===== src/rtl/pcpu_alu_pkg.sv =====
// pcpu_alu_pkg -- shared types for the PCPU execute stage.
//   alu_op_t    : 4-bit op codes presented on pcpu_alu_exec.in_op
//   mul_state_t : iterative-multiplier sequencing states
//   FLAG_*      : bit positions of zf/cf/nf inside the packed flag register
package pcpu_alu_pkg;

    typedef enum logic [3:0] {
        OP_ADD  = 4'h0,
        OP_ADDC = 4'h1,
        OP_SUB  = 4'h2,
        OP_SUBC = 4'h3,
        OP_CMP  = 4'h4,
        OP_AND  = 4'h5,
        OP_OR   = 4'h6,
        OP_XOR  = 4'h7,
        OP_SLL  = 4'h8,
        OP_SRL  = 4'h9,
        OP_SRA  = 4'ha,
        OP_LDIH = 4'hb,
        OP_MOV  = 4'hc,
        OP_MUL  = 4'hd
        // 4'he, 4'hf unassigned -> illegal
    } alu_op_t;

    typedef enum logic {
        S_IDLE    = 1'b0,
        S_MUL_RUN = 1'b1
    } mul_state_t;

    localparam int FLAG_Z = 0;
    localparam int FLAG_C = 1;
    localparam int FLAG_N = 2;
    localparam int FLAG_W = 3;

endpackage


===== src/rtl/pcpu_mul_iter.sv =====
// pcpu_mul_iter -- iterative shift-add multiplier, one partial product per
// enabled clock, DATA_W iterations per product.
// Ports:
//   clock, reset (sync, active-high), enable (0 = freeze)
//   start   : load a/b and begin (ignored while busy is expected by caller)
//   a, b    : operands (a = multiplicand, b = multiplier)
//   busy    : an iteration will be performed on the next enabled edge
//   done    : the current edge performs the final iteration
//   product : full 2*DATA_W product as it will stand after this edge;
//             valid when done=1 so the caller can register it on that edge
module pcpu_mul_iter #(
    parameter int DATA_W = 16
) (
    input  logic                  clock,
    input  logic                  reset,
    input  logic                  enable,
    input  logic                  start,
    input  logic [DATA_W-1:0]     a,
    input  logic [DATA_W-1:0]     b,
    output logic                  busy,
    output logic                  done,
    output logic [2*DATA_W-1:0]   product
);

    localparam int CNT_W = $clog2(DATA_W);

    logic [DATA_W-1:0]   mcand;
    logic [2*DATA_W-1:0] prod;
    logic [CNT_W-1:0]    cnt;
    logic [DATA_W-1:0]   addend;
    logic [DATA_W:0]     upper;
    logic [2*DATA_W-1:0] prod_next;

    // prod holds {partial sum, remaining multiplier bits}; each step adds the
    // multiplicand into the upper half when the current multiplier LSB is set
    // and shifts the whole register right by one.
    always_comb begin
        addend    = prod[0] ? mcand : '0;
        upper     = {1'b0, prod[2*DATA_W-1:DATA_W]} + {1'b0, addend};
        prod_next = {upper, prod[DATA_W-1:1]};
    end

    assign done    = busy && (cnt == CNT_W'(DATA_W - 1));
    assign product = prod_next;

    always_ff @(posedge clock) begin
        if (reset) begin
            busy  <= 1'b0;
            cnt   <= '0;
            mcand <= '0;
            prod  <= '0;
        end else if (enable) begin
            if (start) begin
                busy  <= 1'b1;
                cnt   <= '0;
                mcand <= a;
                prod  <= {{DATA_W{1'b0}}, b};
            end else if (busy) begin
                prod <= prod_next;
                cnt  <= cnt + 1'b1;
                if (done)
                    busy <= 1'b0;
            end
        end
    end

endmodule


===== src/rtl/pcpu_alu_exec.sv =====
// pcpu_alu_exec -- PCPU execute stage: op decode, adder/shifter, zf/cf/nf
// flag register and registered result outputs.
// Build option: define PCPU_ALU_MUL_EN to include the iterative multiplier
// (pcpu_mul_iter); otherwise MUL is treated as an illegal op and in_ready is 1.
// Ports:
//   clock, reset (sync, active-high), enable (0 = freeze all state)
//   in_valid/in_ready, in_op, in_a, in_b, in_dst : issue side
//   out_valid (1-cycle pulse per op), out_result, out_dst, out_wb : result
//   zf, cf, nf : flag register
module pcpu_alu_exec
    import pcpu_alu_pkg::*;
#(
    parameter int DATA_W = 16,
    parameter int REG_AW = 3
) (
    input  logic              clock,
    input  logic              reset,
    input  logic              enable,
    input  logic              in_valid,
    output logic              in_ready,
    input  logic [3:0]        in_op,
    input  logic [DATA_W-1:0] in_a,
    input  logic [DATA_W-1:0] in_b,
    input  logic [REG_AW-1:0] in_dst,
    output logic              out_valid,
    output logic [DATA_W-1:0] out_result,
    output logic [REG_AW-1:0] out_dst,
    output logic              out_wb,
    output logic              zf,
    output logic              cf,
    output logic              nf
);

    localparam int SH_W = $clog2(DATA_W);
    localparam int HALF = DATA_W / 2;

    logic [FLAG_W-1:0] flags;
    logic              accept;
    logic              single;

    // ---------------- combinational datapath ----------------
    logic [DATA_W:0]          sum;
    logic signed [DATA_W-1:0] sra;
    logic [SH_W-1:0]          shamt;
    logic [DATA_W-1:0]        res;
    logic                     res_wb;
    logic                     upd_c;
    logic                     upd_zn;
    logic                     c_new;

    assign shamt = in_b[SH_W-1:0];

    always_comb begin
        sum    = '0;
        sra    = $signed(in_a) >>> shamt;
        res    = '0;
        res_wb = 1'b0;
        upd_c  = 1'b0;
        upd_zn = 1'b0;
        c_new  = 1'b0;
        case (alu_op_t'(in_op))
            OP_ADD, OP_ADDC: begin
                sum    = {1'b0, in_a} + {1'b0, in_b}
                       + {{DATA_W{1'b0}}, (in_op == OP_ADDC) & flags[FLAG_C]};
                res    = sum[DATA_W-1:0];
                c_new  = sum[DATA_W];
                res_wb = 1'b1;
                upd_c  = 1'b1;
                upd_zn = 1'b1;
            end
            OP_SUB, OP_SUBC, OP_CMP: begin
                // bit DATA_W of the wrapped difference is the borrow
                sum    = {1'b0, in_a} - {1'b0, in_b}
                       - {{DATA_W{1'b0}}, (in_op == OP_SUBC) & flags[FLAG_C]};
                res    = sum[DATA_W-1:0];
                c_new  = sum[DATA_W];
                res_wb = (in_op != OP_CMP);
                upd_c  = 1'b1;
                upd_zn = 1'b1;
            end
            OP_LDIH: begin
                sum    = {1'b0, in_a} + {1'b0, in_b << HALF};
                res    = sum[DATA_W-1:0];
                c_new  = sum[DATA_W];
                res_wb = 1'b1;
                upd_c  = 1'b1;
                upd_zn = 1'b1;
            end
            OP_AND: begin res = in_a & in_b;   res_wb = 1'b1; upd_zn = 1'b1; end
            OP_OR:  begin res = in_a | in_b;   res_wb = 1'b1; upd_zn = 1'b1; end
            OP_XOR: begin res = in_a ^ in_b;   res_wb = 1'b1; upd_zn = 1'b1; end
            OP_SLL: begin res = in_a << shamt; res_wb = 1'b1; upd_zn = 1'b1; end
            OP_SRL: begin res = in_a >> shamt; res_wb = 1'b1; upd_zn = 1'b1; end
            OP_SRA: begin res = sra;           res_wb = 1'b1; upd_zn = 1'b1; end
            OP_MOV: begin res = in_b;          res_wb = 1'b1; upd_zn = 1'b1; end
            // MUL (when built without the multiplier) and unassigned codes:
            // pulse out_valid with a zero, non-written result, flags untouched.
            default: ;
        endcase
    end

    assign accept = in_valid && in_ready && enable;

`ifdef PCPU_ALU_MUL_EN
    // ---------------- multiplier sequencing ----------------
    mul_state_t          state_q;
    mul_state_t          state_d;
    logic                mul_start;
    logic                mul_busy;
    logic                mul_done;
    logic [2*DATA_W-1:0] mul_product;
    logic [REG_AW-1:0]   mul_dst;

    assign mul_start = accept && (in_op == OP_MUL);
    assign single    = accept && (in_op != OP_MUL);
    assign in_ready  = (state_q == S_IDLE) && !mul_busy;

    always_comb begin
        state_d = state_q;
        case (state_q)
            S_IDLE:    if (mul_start) state_d = S_MUL_RUN;
            S_MUL_RUN: if (mul_done)  state_d = S_IDLE;
            default:   state_d = S_IDLE;
        endcase
    end

    always_ff @(posedge clock) begin
        if (reset) begin
            state_q <= S_IDLE;
            mul_dst <= '0;
        end else if (enable) begin
            state_q <= state_d;
            if (mul_start)
                mul_dst <= in_dst;
        end
    end

    pcpu_mul_iter #(.DATA_W(DATA_W)) u_mul (
        .clock   (clock),
        .reset   (reset),
        .enable  (enable),
        .start   (mul_start),
        .a       (in_a),
        .b       (in_b),
        .busy    (mul_busy),
        .done    (mul_done),
        .product (mul_product)
    );
`else
    assign single   = accept;
    assign in_ready = 1'b1;
`endif

    // ---------------- result and flag registers ----------------
    always_ff @(posedge clock) begin
        if (reset) begin
            out_valid  <= 1'b0;
            out_result <= '0;
            out_dst    <= '0;
            out_wb     <= 1'b0;
            flags      <= '0;
        end else if (enable) begin
            out_valid <= 1'b0;
            if (single) begin
                out_valid  <= 1'b1;
                out_result <= res;
                out_dst    <= in_dst;
                out_wb     <= res_wb;
                if (upd_zn) begin
                    flags[FLAG_Z] <= (res == '0);
                    flags[FLAG_N] <= res[DATA_W-1];
                end
                if (upd_c)
                    flags[FLAG_C] <= c_new;
            end
`ifdef PCPU_ALU_MUL_EN
            else if (mul_done) begin
                out_valid     <= 1'b1;
                out_result    <= mul_product[DATA_W-1:0];
                out_dst       <= mul_dst;
                out_wb        <= 1'b1;
                flags[FLAG_Z] <= (mul_product[DATA_W-1:0] == '0);
                flags[FLAG_N] <= mul_product[DATA_W-1];
                flags[FLAG_C] <= (mul_product[2*DATA_W-1:DATA_W] != '0);
            end
`endif
        end
    end

    assign zf = flags[FLAG_Z];
    assign cf = flags[FLAG_C];
    assign nf = flags[FLAG_N];

endmodule


===== config.mk =====
export PLATFORM = sky130hd
export DESIGN_NAME = pcpu_alu_exec
export DESIGN_NICKNAME = d
export VERILOG_FILES = /design/src/rtl/pcpu_alu_pkg.sv /design/src/rtl/pcpu_mul_iter.sv /design/src/rtl/pcpu_alu_exec.sv
export SDC_FILE = /design/constraint.sdc
export NUM_CORES = 1
export LEC_CHECK = 0
export CAP_MARGIN = 15
export CELL_PAD_IN_SITES_DETAIL_PLACEMENT = 0
export CELL_PAD_IN_SITES_GLOBAL_PLACEMENT = 1
export CORE_MARGIN = 3
export CORE_UTILIZATION = 35
export DETAILED_ROUTE_END_ITERATION = 8
export PLACE_DENSITY_LB_ADDON = 0.1
export REMOVE_ABC_BUFFERS = 1
export SLEW_MARGIN = 0
export SYNTH_ARGS = -nofsm -noshare
export SYNTH_HDL_FRONTEND = slang
export SYNTH_SLANG_ARGS = --single-unit

===== constraint.sdc =====
create_clock -name clock -period 4.9 [get_ports clock]
set_input_delay 0.49 -clock clock [delete_from_list [all_inputs] [get_ports clock]]
set_output_delay 0.49 -clock clock [all_outputs]
set_load 0.01 [all_outputs]

# Yosys cells after proc, flatten, opt, wreduce, memory -nomap -nowiden
# Cells that the tools add are included.
[totals]
regBits = 24
in_bits = 43
output_inout_bits = 25
word_cells = 49
[classes]
n_addsub = 5
eq_ne = 13
n_shift = 3
muxes = 6
bitwise_logic = 5
n_reduce_logical = 11
[ops]
columns = ["operator", "count"]
rows = [
  ["case mux 16 bit (10 select lines)", 1],
  ["adder 16 x 16 -> 17 bit", 2],
  ["equality test 4 bit (second input constant)", 5],
  ["adder 17 x 1 -> 17 bit", 1],
  ["subtractor 16 x 16 -> 17 bit", 1],
  ["subtractor 17 x 1 -> 17 bit", 1],
  ["AND 16 bit", 1],
  ["equality test 4 x 3 -> 1 bit (second input constant)", 4],
  ["logical NOT 16 bit", 1],
  ["bitwise OR 16 bit", 1],
  ["<< shifter 16 x 4 -> 16 bit", 1],
  ["right shift 16 x 4 -> 16 bit", 1],
  [">>> shifter 16 x 4 -> 16 bit", 1],
  ["bitwise XOR 16 bit", 1],
  ["OR reduction 13 bit", 1],
  ["OR reduction 10 bit", 1],
  ["equality test 4 x 2 -> 1 bit (second input constant)", 2],
  ["AND reduction 3 bit", 2],
  ["OR reduction 6 bit", 1],
  ["equality test 4 x 1 -> 1 bit (second input constant)", 1],
  ["logical NOT 4 bit", 1],
  ["inequality test 4 x 3 -> 1 bit (second input constant)", 1],
  ["2-to-1 mux 1 bit", 3],
  ["case mux 1 bit (3 select lines)", 1],
  ["other kinds (6)", 7],
]

# Depth between registers and ports, before layout
# Gate-level depths: netlist of the first run.
[depth]
depth_word = 5
ltp_mapped = 18
ltp_nobuf = 16

# Least setup slack after synthesis of the first run
# Ideal clock, no wire load.
[synth_path]
path_type = "input to register"
from = "input in_b[0]"
to = "register flags[0]"
setup_ns = 0.059
arrival_ns = 4.507
required_ns = 4.841
slack_ns = 0.335
stages = 17
path_buffers = 3
cell_sequence = "buf_6 -> buf_12 -> inv_2 -> buf_1 -> fa_1 -> ha_1 -> or2_2 -> fa_1 -> o21a_1 -> o22ai_1 -> xor2_1 -> nor2_1 -> a2111oi_2 -> nand3_1 -> or4_1 -> nor4_1 -> a31o_1"
[synth_via]
elab_chain_cells = 4
word_cells_on_any_way = 13
cone_classes = "add/sub: 5; shift: 3; mux: 1; bitwise: 3; reduce/logical: 1"
[synth_rtl]
columns = ["item", "line", "text"]
rows = [
  ["start: declaration", "pcpu_alu_exec.sv:23", "input logic [DATA_W-1:0] in_b,"],
  ["subtractor 16 x 16 -> 17 bit / adder 16 x 16 -> 17 bit (equally long branches)", "pcpu_alu_exec.sv:73, pcpu_alu_exec.sv:63", ""],
  ["subtractor 17 x 1 -> 17 bit / adder 17 x 1 -> 17 bit (equally long branches)", "pcpu_alu_exec.sv:74, pcpu_alu_exec.sv:64", ""],
  ["case mux 16 bit (10 select lines) (*)", "pcpu_alu_exec.sv:61", "case (alu_op_t'(in_op))"],
  ["logical NOT 16 bit (*)", "pcpu_alu_exec.sv:170", "flags[FLAG_Z] <= (res == '0);"],
  ["end signal: indexed assignment", "pcpu_alu_exec.sv:170", ""],
  ["end signal: indexed assignment", "pcpu_alu_exec.sv:171", "flags[FLAG_N] <= res[DATA_W-1];"],
  ["end signal: indexed assignment", "pcpu_alu_exec.sv:174", "flags[FLAG_C] <= c_new;"],
  ["end: declaration", "pcpu_alu_exec.sv:37", "logic [FLAG_W-1:0] flags;"],
]
# Every way passes the cells marked *; elsewhere a longest branch is shown, timed or not.
# A chain may end at the register's enable or synchronous reset.

# Worst setup path after layout of the first run
[layout_path]
from = "input in_op[3]"
to = "register flags[0]"
[layout_via]
elab_chain_cells = 5
word_cells_on_any_way = 24
cone_classes = "add/sub: 2; eq/ne: 12; mux: 2; bitwise: 2; reduce/logical: 6"
[layout_rtl]
columns = ["item", "line", "text"]
rows = [
  ["start: declaration", "pcpu_alu_exec.sv:21", "input logic [3:0] in_op,"],
  ["equality test 4 x 2 -> 1 bit / equality test 4 x 1 -> 1 bit (equally long branches)", "--", ""],
  ["AND 1 bit (on tied branches)", "pcpu_alu_exec.sv:74, pcpu_alu_exec.sv:64", ""],
  ["subtractor 17 x 1 -> 17 bit / adder 17 x 1 -> 17 bit (equally long branches)", "pcpu_alu_exec.sv:74, pcpu_alu_exec.sv:64", ""],
  ["case mux 16 bit (10 select lines)", "pcpu_alu_exec.sv:61", ""],
  ["logical NOT 16 bit", "pcpu_alu_exec.sv:170", ""],
]
# Parallel ways exist; a longest one is shown, timed or not.

==> impl_summary.md, run 1 <==
Routing
The first-iteration detailed-routing DRC count is roughly 680. In the routed layout, each cell is associated on average with a via count of roughly 6.4. In this run the remaining antenna-violating nets after routing total 0.

The routed length per instance is approximately 26 um. In the routed design, unresolved DRC markers number 0. The routed layout has approximately 6900 vias. The final layout contains routed wiring with a total length of ~28000 um. The iteration count of the initial detailed-routing pass is 5.

Logic synthesis
The number of synthesized flops with an enable pin is 0. Summed over all instances, the cell type with the most area after synthesis is sky130_fd_sc_hd__ha_1. In the post-synthesis netlist, the biggest area contributors are sky130_fd_sc_hd__ha_1 (14%), sky130_fd_sc_hd__dfxtp_1 (7.8%), sky130_fd_sc_hd__mux4_2 (7.6%). The share of the synthesized area in compound gates (AO/OA/AOI/OAI) was 0.280. The main combinational cell family by area after synthesis is compound AO/OA/AOI/OAI gates. The area share of xor/xnor cells in the synthesized design is 0.0424. For this run, the register share of the synthesized area comes to 0.0776. The multiplexer fraction of the synthesized cell area is 0.134.

The adder-cell share of the synthesized area is 0.160. Summing every instance area after synthesis gives a little over 6000 um^2. The most used flip-flop cell after synthesis is sky130_fd_sc_hd__dfxtp_1.

The per-instance average area after synthesis is 7.54 um^2. The count of distinct cell types in the synthesized netlist is 84. The portion of synthesized cell area occupied by the leading cell type is 0.143.

The synthesized design contains 24 register bits. The count of yosys warnings during synthesis is 0. The post-synthesis instance total is 821. After synthesis, the share of flip-flops with an asynchronous set or reset is 0.

Of the total synthesized cell area, the portion taken by AND, OR, NAND and NOR gates is 0.219.

Clocking
The CTS tree is done. The number of hold buffers added after CTS was 0. The number of clock sinks is 24. The CTS buffer count is 3. In this run the number of H-tree levels came out at 1. The number of setup buffers added after CTS is 0. The number of buffers on the longest clock path is 2. After clock tree synthesis, the clock-pin slew on the worst setup and hold paths is 0.06 ns. The clock root buffer is sky130_fd_sc_hd__clkbuf_16. The clock latency of the later-clocked register in the worst-skew pair is 0.25 ns.

Power and ir drop
Of the total power, the clock network draws 0.159. The analysis attributes to cell leakage a power of roughly 2.9 nW. The worst IR drop on VDD is roughly 0.15 mV.

For this design the total switching power over the nets is between 0.0005 and 0.0006 W. Power spread over the standard cell area amounts to approximately 170 nW/um^2. The internal power of the cells totals roughly 0.00066 W. Of the total power, combinational logic draws 0.664.

The sequential group share of total power is 0.177. The switching share of power is 0.457.

STA
The worst-case setup margin in the final layout is between 0.3 and 0.4 ns. The final-report max-slew violation count is 0. The transition at the pin with the smallest max-transition slack is just over 1 ns. The aggregate negative setup slack is 0 ns. Setup repair after global routing left no endpoint under its margin.

Of the available clock period, the critical path in the final layout requires 0.936. The headroom to the max-slew limit is 0.312. Setup violations remaining at the end of the flow were counted as 0.

The final hold violation count is 0. On the final layout, the worst clock skew is between 0.0015 and 0.002 ns. The smallest clock period supported by the final layout is computed as around 4.6 ns.

The maximum clock rate is around 0.22 GHz.

Layout
The fraction of layout instances using a drive strength above 1 is 0.103. The number of diodes added for antenna fixing is 0. The most frequent standard cell in the layout excluding fill and tap cells is sky130_fd_sc_hd__ha_1.

The library cells used most frequently in the layout, excluding fill and tap cells, are sky130_fd_sc_hd__ha_1 (71), sky130_fd_sc_hd__nor2_1 (66), sky130_fd_sc_hd__clkdlybuf4s50_1 (63). The synthesis-to-layout area growth is 16.0%. The area of all placed cells without fillers is 7180 um^2. The final-stage net count is between 900 and 1000.

Flow run
Max-cap violations in this run came to 0.

Place
The wire-length estimate of the detail-placed layout is 21800 um. Port buffering added 66 buffers. Before CTS, the worst setup slack after placement is -0.0813 ns. After detailed placement, the total cell area comes to 7070 um^2.

The congestion estimate from routability-driven global placement came to slightly below 1.

Worst setup path
The largest fanout of any net on the critical path is 4. The critical path in this run is classified as input port to register. The worst path required time is a little over 5 ns.

The arrival time reported for the critical path endpoint is approximately 4.8 ns. STA classifies the critical path endpoint as a register. The startpoint class of the critical path is an input port.

Global routing
The first global-routing pass estimated approximately 42000 um of wire. The global routing usage summed across all routing layers is 0.278. The largest net degree at the start of global routing is 48. The initial antenna violation count is 0. After global routing the overflow that remains totals 0. The via count of the first global-routing pass was slightly below 7000.

Die
The floorplan step defined a die boundary enclosing about 19000 um^2. The region available for standard cell placement spans 16900 um^2. The number of placement rows is 47. The floorplan die height is about 140 um. For this configuration, the core starts out at a cell density of 0.366. During I/O placement, the number of pins put on the boundary was between 60 and 70.

The overall die width is 139 um.

Worst hold path
The class of the worst hold path is register to register.

Run status
The flow ran to the end, and the final reports show no timing, DRC or antenna violations.
## layout make-up
| class | count | area, um^2 |
|---|---|---|
| timing repair buffer | 104 | 931 |
| sequential | 24 | 480 |
| fill | 1790 | 9760 |
| clock buffer | 4 | 88.8 |
| tap | 220 | 275 |
| inverter | 55 | 206 |
| multi-input combinational | 679 | 5200 |
## layer usage
layer  track usage  wire [um]  vias up
li1              -          -     3148
met1         0.386      11900     3379
met2         0.423      12300      344
met3        0.0583       2360       54
met4         0.105       1180        0
met5             0          0        -
## final timing paths
| kind | start | end | slack, ns | cells after the start |
|---|---|---|---|---|
| worst min-delay path | out_dst[2]$_SDFFE_PP0P_ | out_dst[2]$_SDFFE_PP0P_ | 0.45 | 2 |
| worst max register to register | flags[1]$_SDFFE_PP0P_ | flags[0]$_SDFFE_PP0P_ | 0.65 | 15 |
| worst min register to register | out_dst[2]$_SDFFE_PP0P_ | out_dst[2]$_SDFFE_PP0P_ | 0.45 | 2 |
| worst max-delay path | in_op[3] | flags[0]$_SDFFE_PP0P_ | 0.31 | 17 |
## critical path: stages
cell	delay [ns]
sky130_fd_sc_hd__clkdlybuf4s50_1	0.42
sky130_fd_sc_hd__nor2b_1	0.19
sky130_fd_sc_hd__nand4_1	0.14
sky130_fd_sc_hd__fa_1	0.53
sky130_fd_sc_hd__inv_1	0.05
sky130_fd_sc_hd__ha_1	0.18
sky130_fd_sc_hd__or2_2	0.30
sky130_fd_sc_hd__fa_2	0.41
sky130_fd_sc_hd__o21a_1	0.22
sky130_fd_sc_hd__o22ai_1	0.20
sky130_fd_sc_hd__xor2_1	0.18
sky130_fd_sc_hd__nor2_1	0.08
sky130_fd_sc_hd__a2111oi_4	0.33
sky130_fd_sc_hd__nand3_1	0.11
sky130_fd_sc_hd__or4_1	0.54
sky130_fd_sc_hd__nor4_2	0.23
sky130_fd_sc_hd__a31o_1	0.18
## power by group through the flow
stage / Combinational, W / Sequential, W / Clock (W)
global route: 0.000866 / 0.000215 / 0.000209
CTS: 0.000784 / 0.000214 / 0.000199
finish: 0.000802 / 0.000214 / 0.000192
detailed placement: 0.000779 / 0.000218 / 0
global placement: 0.000778 / 0.000218 / 0
floorplan: 0.000451 / 0.000223 / 0
## cell families after synthesis
family / Yosys count
AOI/OAI and AO/OA: 256
xor gates and xnor gates: 30
adders and majority gates: 76
buffers and inverters: 118
DFF: 24
muxes: 54
other: 1
and+or+nand+nor: 262
## registers in the layout (all words and copies together) (netlist names)
register and flops:
out_result 16, flags 3, out_dst 3, out_valid 1
out_wb 1
## metrics by stage
step           hold slack, ns  power [W]  std cells  utilization
5_1_grt                 0.469    0.00129       1086        0.424
3_5_place_dp            0.449   0.000998       1082        0.417
2_1_floorplan           0.474   0.000674        758            -
4_1_cts                 0.458    0.00120       1086        0.423
6_report                0.455    0.00121       1086        0.424
3_3_place_gp            0.442   0.000996       1082        0.417
## repair_timing
action / in CTS / in global routing
setup endpoints to repair: 0 / 1
gates resized for setup: 0 / 3
hold endpoints to repair: 0 / 0
## synth_stat cells, types with 6 or more instances
master,count
sky130_fd_sc_hd__and2_1,6
sky130_fd_sc_hd__a32oi_1,9
sky130_fd_sc_hd__ha_1,71
sky130_fd_sc_hd__mux2i_1,23
sky130_fd_sc_hd__a21oi_1,59
sky130_fd_sc_hd__nand4_1,11
sky130_fd_sc_hd__nor3_1,18
sky130_fd_sc_hd__o211ai_1,12
sky130_fd_sc_hd__dfxtp_1,24
sky130_fd_sc_hd__nor3b_1,6
sky130_fd_sc_hd__o21ai_0,42
sky130_fd_sc_hd__nand2b_1,20
sky130_fd_sc_hd__xor2_1,12
sky130_fd_sc_hd__nor2b_1,11
sky130_fd_sc_hd__nand3_1,18
sky130_fd_sc_hd__nor4_1,8
sky130_fd_sc_hd__mux2_2,6
sky130_fd_sc_hd__a221oi_1,9
sky130_fd_sc_hd__o22ai_1,16
sky130_fd_sc_hd__a31oi_1,6
sky130_fd_sc_hd__a21o_1,10
sky130_fd_sc_hd__a22oi_1,13
sky130_fd_sc_hd__a211oi_1,20
sky130_fd_sc_hd__clkbuf_1,28
sky130_fd_sc_hd__nand2_1,61
sky130_fd_sc_hd__xnor2_1,18
sky130_fd_sc_hd__inv_1,51
sky130_fd_sc_hd__mux4_2,21
sky130_fd_sc_hd__nor2_1,66
sky130_fd_sc_hd__buf_2,20
Note: power is estimated with default switching activity, not from simulation.
==> inputs of run 2 (changes only) <==
Settings changed: RECOVER_POWER set to 25.
==> run 2 against run 1 <==
  * Combinational power about the same
  * Register-to-register slack hardly changed
  * Critical path depth unchanged
  * Final cell count did not move
  * First-iteration DRC count unchanged
==> impl_summary.md, run 2 (synthesized netlist as in run 1, its figures left out) <==
Run status
The flow ran to the end, and the final reports show no timing, DRC or antenna violations.

Worst setup path
The worst setup path is of the input port to register kind. Data on the critical path is required at its endpoint by about 5 ns. The logic depth of the worst register-to-register path is 15. The setup slack of the most critical reg-to-reg path is around 0.64 ns. The critical path goes through clkdlybuf4s50_1, nor2b_1, nand4_1, fa_1, inv_1, ha_1, or2_2, fa_2, o21a_1, o22ai_1, xor2_1, nor2_1, a2111oi_4, nand3_1, or4_1, nor4_2, a31o_1. The buffers plus inverters on the worst setup path is 2. The cell with the largest stage delay on the worst path is sky130_fd_sc_hd__or4_1. STA classifies the critical path startpoint as an input port. The delay of the slowest cell on the worst path is 0.54 ns.

The total number of cells along the worst setup path is 17. The kind of cell with the highest combined delay on the critical path is simple AND/OR/NAND/NOR gates. The type of element capturing the critical path is a register. The arrival time reported for the critical path endpoint is between 4 and 5 ns.

The largest fanout of any net on the critical path is 4.

Worst hold path
The hold-critical path depth is 2. The class of the worst hold path is register to register.

Layout
The number of diodes added for antenna fixing is 0. The register with the most flip-flops is out_result. The flip-flop count of the largest register after layout is 16. The utilization after layout is 0.424. Fill cells in the final layout number about 1800. The area growth from synthesis to layout is 16.0%. The count of cells in the finished layout, fillers not included, comes to ~1100.

The most frequent standard cell in the layout excluding fill and tap cells is sky130_fd_sc_hd__ha_1. In the final layout, the share of cells above drive strength 1 is 0.103. The largest registers in the layout are out_result: 16 flops, flags: 3 flops, out_dst: 3 flops. The final-stage net count is 986.

The top cell types in the final layout, fill and taps aside, are sky130_fd_sc_hd__ha_1 (71), sky130_fd_sc_hd__nor2_1 (66), sky130_fd_sc_hd__nand2_1 (61).

STA
The final-report max-slew violation count came to 0. Subtracting the final worst setup slack from the clock period gives ~4.6 ns. The aggregate negative setup slack is 0 ns.

The final hold violation count came to 0. The headroom to the max-slew limit is 0.308. Setup repair after global routing left no endpoint under its margin. Setup violations remaining at the end of the flow were counted as 0.

Derived from the worst setup path, the maximum achievable clock frequency is between 0.2 and 0.25 GHz. At the pin with the least slew margin, the transition time is about 1 ns. The worst hold slack across all endpoints is roughly 0.45 ns. The period utilization is 0.936. Across the routed clock network, the largest skew measured is ~0.0017 ns.

Routing
The total wire length is 27700 um. The iteration count of the initial detailed-routing pass is 5. After detailed routing, the average wire length per cell comes to approximately 26 um. The routed layout has around 6900 vias.

In this run the remaining antenna-violating nets after routing total 0. After detailed routing, the number of vias per cell comes to about 6.4. The DRC violation count after routing is 0. The first-iteration detailed-routing DRC count is 676.

Global routing
The total grt overflow is 0. The initial antenna violation count is 0. Entering global routing, the biggest net connects 48 pins. Across every metal layer, demand over resource in global routing totals 0.278. The first global-routing pass estimated around 42000 um of wire. The via count of the first global-routing pass is approximately 6700.

Die
The top-level I/O count is 68. The die covers 19300 um^2. The overall die width is 139 um. The core region is about 17000 um^2. The number of placement rows is 47.

The floorplan step set the die height to 139 um. The starting density of the core is 0.366.

Clocking
The clock root buffer is sky130_fd_sc_hd__clkbuf_16. The clock reaches the later pin of the worst-skew pair after 0.25 ns. The CTS buffer count is 3. In this run the number of H-tree levels came out at 1. Clock-pin slew was measured on the worst setup and hold paths at approximately 0.060 ns.

After clock tree synthesis, the setup repair step added 0 buffers. The number of clock sinks is 24. The CTS tree is done. The number of buffers on the longest clock path is 2.

Power and ir drop
The total power divided by cell area is around 170 nW/um^2. In this run the static leakage power is slightly below 3 nW. The worst IR drop on VDD is between 0.1 and 0.15 mV.

Place
After legalization and detailed placement, the total HPWL measured between 20000 and 25000 um. After detailed placement, the design holds a cell count of around 1100. The final estimated routing congestion in global placement is approximately 0.96. The count of buffers added on input and output ports is 66.

Flow run
The count of max-cap constraint violations is 0.
-- run 2: changes by cell type in the layout (fill, tap and decap cells not counted), sizes merged --
cell           previous run  this run
dlygate4sd3               0         9
clkdlybuf4s50            63        54
-- run 2: routing by layer --
metal,track usage,share of wire,vias up
met5,0,0,-
met4,0.105,0.044,0
met3,0.0583,0.086,61
met2,0.423,0.44,363
met1,0.386,0.43,3352
li1,-,-,3147
-- run 2: final cells by class --
class | count | area, um^2 | area share
clock buffers | 4 | 88.8 | 0.0124
flip-flops and latches | 24 | 480 | 0.0669
inverters | 55 | 206 | 0.0288
repair buffers | 104 | 931 | 0.130
well taps | 220 | 275 | 0.0383
multi-input cells | 679 | 5200 | 0.724
-- run 2: path summary, 6_finish.rpt --
| check | startpoint | to |
|---|---|---|
| max | in_op[3] | flags[0]$_SDFFE_PP0P_ |
| min | out_dst[2]$_SDFFE_PP0P_ | out_dst[2]$_SDFFE_PP0P_ |
| max reg2reg | flags[1]$_SDFFE_PP0P_ | flags[0]$_SDFFE_PP0P_ |
| min reg2reg | out_dst[2]$_SDFFE_PP0P_ | out_dst[2]$_SDFFE_PP0P_ |
-- run 2: worst min-delay path, delay by kind of cell (launching register included) --
kind            cells  cell delay, ns
compound gates      1            0.05
flops               1            0.31
simple gates        1            0.05
-- run 2: stage by stage --
stage	power, W	cell area, um^2	setup slack, ns
2_1_floorplan	0.000674	5860	0.619
3_3_place_gp	0.000996	7070	0.0739
3_5_place_dp	0.000998	7070	-0.0813
4_1_cts	0.00120	7160	0.162
5_1_grt	0.00129	7180	0.0694
6_report	0.00121	7180	0.312
-- run 2: report_power, final --
part | switching, W | internal (W) | leakage, nW | total (W)
sequential | 0.00000664 | 0.000207 | 0.197 | 0.000214
combinational | 0.000478 | 0.000323 | 2.66 | 0.000800
clock | 0.0000669 | 0.000125 | 0.0442 | 0.000192
-- run 2: timing repair --
item                       CTS  global route
resized for setup            0             3
hold buffers                 0             0
setup endpoints to repair    0             1
==> inputs of run 3 (changes only) <==
Settings changed: MAX_ROUTING_LAYER set to met4.
==> run 3 against run 2 <==
  * Register-to-register slack got worse by 0.11 ns
  * Critical path depth stayed put
  * Fmax shrank 2.2%
  * Power up 2.8%
  * Core utilization fell by 0.074 points
  * Worst hold slack worse by 0.0025 ns
  * Sequential share of layout area about the same
  * Combinational power is 0.8% lower
  * Cell area fell by 0.17%
  * Sequential cell count did not move
==> impl_summary.md, run 3 (synthesized netlist as in run 1, its figures left out) <==
Worst setup path
The startpoint class of the critical path is an input port. The type of element capturing the critical path is a register. The worst path required time is ~5.1 ns.

In this run the worst path has a maximum fanout of 4. The kind of critical path is input port to register. For flop-to-flop paths, the worst setup slack is 0.53 ns. The arrival time reported for the critical path endpoint is 4.89 ns.

STA
The final critical delay including setup and external delays is between 4 and 5 ns. Setup violations remaining at the end of the flow were counted as 0. The largest clock skew in the final design is roughly 0.0031 ns.

At the pin with the least slew margin, the transition time is approximately 1.1 ns. The maximum clock rate is ~0.21 GHz. Setup repair after global routing left no endpoint under its margin. The final-report max-slew violation count is 0.

The period utilization is 0.958. For the final routed database, the setup TNS stands at 0 ns. In this run the tightest slew margin relative to its limit is 0.262. The final hold violation count is 0.

Layout
The library cells used most frequently in the layout, excluding fill and tap cells, are sky130_fd_sc_hd__ha_1 (71), sky130_fd_sc_hd__nor2_1 (66), sky130_fd_sc_hd__nand2_1 (61). 0 antenna diodes ended up in the layout. In the final layout, the registers with the most flip-flops are out_result: 16 flops, flags: 3 flops, out_dst: 3 flops. The final-stage net count is about 990.

After filler insertion, the fill cell instance count of the layout stands at between 1500 and 2000. In the final layout, the share of cells above drive strength 1 is 0.0994. The most frequent standard cell in the layout excluding fill and tap cells is sky130_fd_sc_hd__ha_1. The flip-flop count of the largest register after layout is 16.

The register with the most flip-flops is out_result. Relative to the synthesized area, the layout overhead comes to 15.8%.

Routing
Wires add up to 27700 um. The first-iteration detailed-routing DRC count is 765. The DRC violation count after routing is 0.

For this run, the detailed router's first-pass iteration total came to 8. The total vias in the final route is a little under 7000. The detailed-route vias per instance is 6.41. The number of nets with antenna violations after detailed routing is 0. The routed length per instance is approximately 26 um.

Global routing
In the global route stage, overall resource usage came out at 0.284. Entering global routing, the biggest net connects 48 pins. After global routing the overflow that remains totals 0.

The first global-routing pass estimated approximately 42000 um of wire. The via count of the first global-routing pass is roughly 6600. The initial antenna violation count is 0.

Die
The number of placement rows is 47. The initial utilization of the core area, before any placement, comes to 0.366. 68 I/O pins were placed. The core region is approximately 17000 um^2.

The floorplan step set the die width to between 100 and 150 um. In this run the vertical extent of the chip is approximately 140 um. The floorplan step defined a die boundary enclosing around 19000 um^2.

Power and ir drop
The worst IR drop on VDD is 0.154 mV. Power spread over the standard cell area amounts to roughly 170 nW/um^2. The analysis attributes to cell leakage a power of between 2 and 3 nW. Power comes to 0.00124 W.

Clocking
Clock tree synthesis inserted a total of 3 buffers. The number of buffers on the longest clock path is 2. The later pin in the worst-skew pair is clocked with a latency of 0.26 ns. The clock root buffer is sky130_fd_sc_hd__clkbuf_16. Buffers added to address setup during post-CTS repair amount to 0.

After clock tree synthesis, the flow added hold-fix buffers numbering 0. The number of H-tree levels is 1. TritonCTS built the clock tree. The post-cts sizing count is 0.

Clock-pin slew was measured on the worst setup and hold paths at around 0.06 ns. The number of clock sinks is 24.

Place
The final estimated routing congestion in global placement is roughly 1.0. The detailed placement HPWL is ~22000 um. The total of buffers placed on input and output ports is between 60 and 70.

Run status
The run finished with clean final reports.

Worst hold path
The min-delay analysis places its worst path in the category register to register.

Flow run
The count of max-cap constraint violations is 0.
[run 3: cell types whose count changed in the layout (fill, tap and decap cells not counted), sizes merged]
| cell | change |
|---|---|
| buf | -1 |
| clkbuf | -1 |
| bufinv | +1 |
[run 3: cell type report]
class / count / area [um^2] / share of cell area
Multi-Input combinational cell: 679 / 5180 / 0.722
Clock inverter: 1 / 30.0 / 0.00419
Tap cell: 220 / 275 / 0.0384
Sequential cell: 24 / 480 / 0.0670
Timing Repair Buffer: 103 / 923 / 0.129
Inverter: 55 / 206 / 0.0288
Clock buffer: 3 / 75.1 / 0.0105
[run 3: through the flow]
stage	hold slack (ns)	std cells	area (um^2)	utilization	setup WS [ns]
after floorplan	0.474	758	5860	-	0.619
after global placement	0.442	1081	7060	0.417	0.0757
after detailed placement	0.448	1081	7060	0.417	0.00546
after CTS	0.456	1085	7170	0.423	0.236
after global routing	0.477	1085	7170	0.423	0.0252
final	0.449	1085	7170	0.423	0.206
[run 3: worst paths after layout]
check                                    from                          end  depth (start not counted)
hold reg to reg   out_result[11]$_SDFFE_PP0P_  out_result[11]$_SDFFE_PP0P_                          2
setup reg to reg        flags[1]$_SDFFE_PP0P_        flags[0]$_SDFFE_PP0P_                         15
setup / recovery                     in_op[3]        flags[0]$_SDFFE_PP0P_                         17
hold / removal    out_result[11]$_SDFFE_PP0P_  out_result[11]$_SDFFE_PP0P_                          2
[run 3: layer usage]
metal | wire (um) | up-vias | GRT usage
met1 | 12100 | 3362 | 0.387
met2 | 12400 | 380 | 0.437
met4 | 1010 | 0 | 0.0917
met5 | 0 | - | -
li1 | - | 3156 | -
met3 | 2210 | 57 | 0.0369
[run 3: critical path, cell delays in order]
cell and delay (ns):
sky130_fd_sc_hd__clkdlybuf4s50_1 0.42, sky130_fd_sc_hd__nor2b_1 0.16, sky130_fd_sc_hd__nand4_1 0.13, sky130_fd_sc_hd__fa_1 0.53
sky130_fd_sc_hd__inv_1 0.05, sky130_fd_sc_hd__ha_1 0.18, sky130_fd_sc_hd__or2_2 0.29, sky130_fd_sc_hd__fa_1 0.48
sky130_fd_sc_hd__o21a_1 0.23, sky130_fd_sc_hd__o22ai_1 0.21, sky130_fd_sc_hd__xor2_1 0.17, sky130_fd_sc_hd__nor2_1 0.07
sky130_fd_sc_hd__a2111oi_2 0.37, sky130_fd_sc_hd__nand3_1 0.11, sky130_fd_sc_hd__or4_1 0.52, sky130_fd_sc_hd__nor4_1 0.28
sky130_fd_sc_hd__a31o_1 0.18
[run 3: power breakdown]
group          total [W]  switching, W  internal, W
sequential      0.000214    0.00000673     0.000207
clock           0.000232     0.0000697     0.000162
combinational   0.000794      0.000475     0.000319
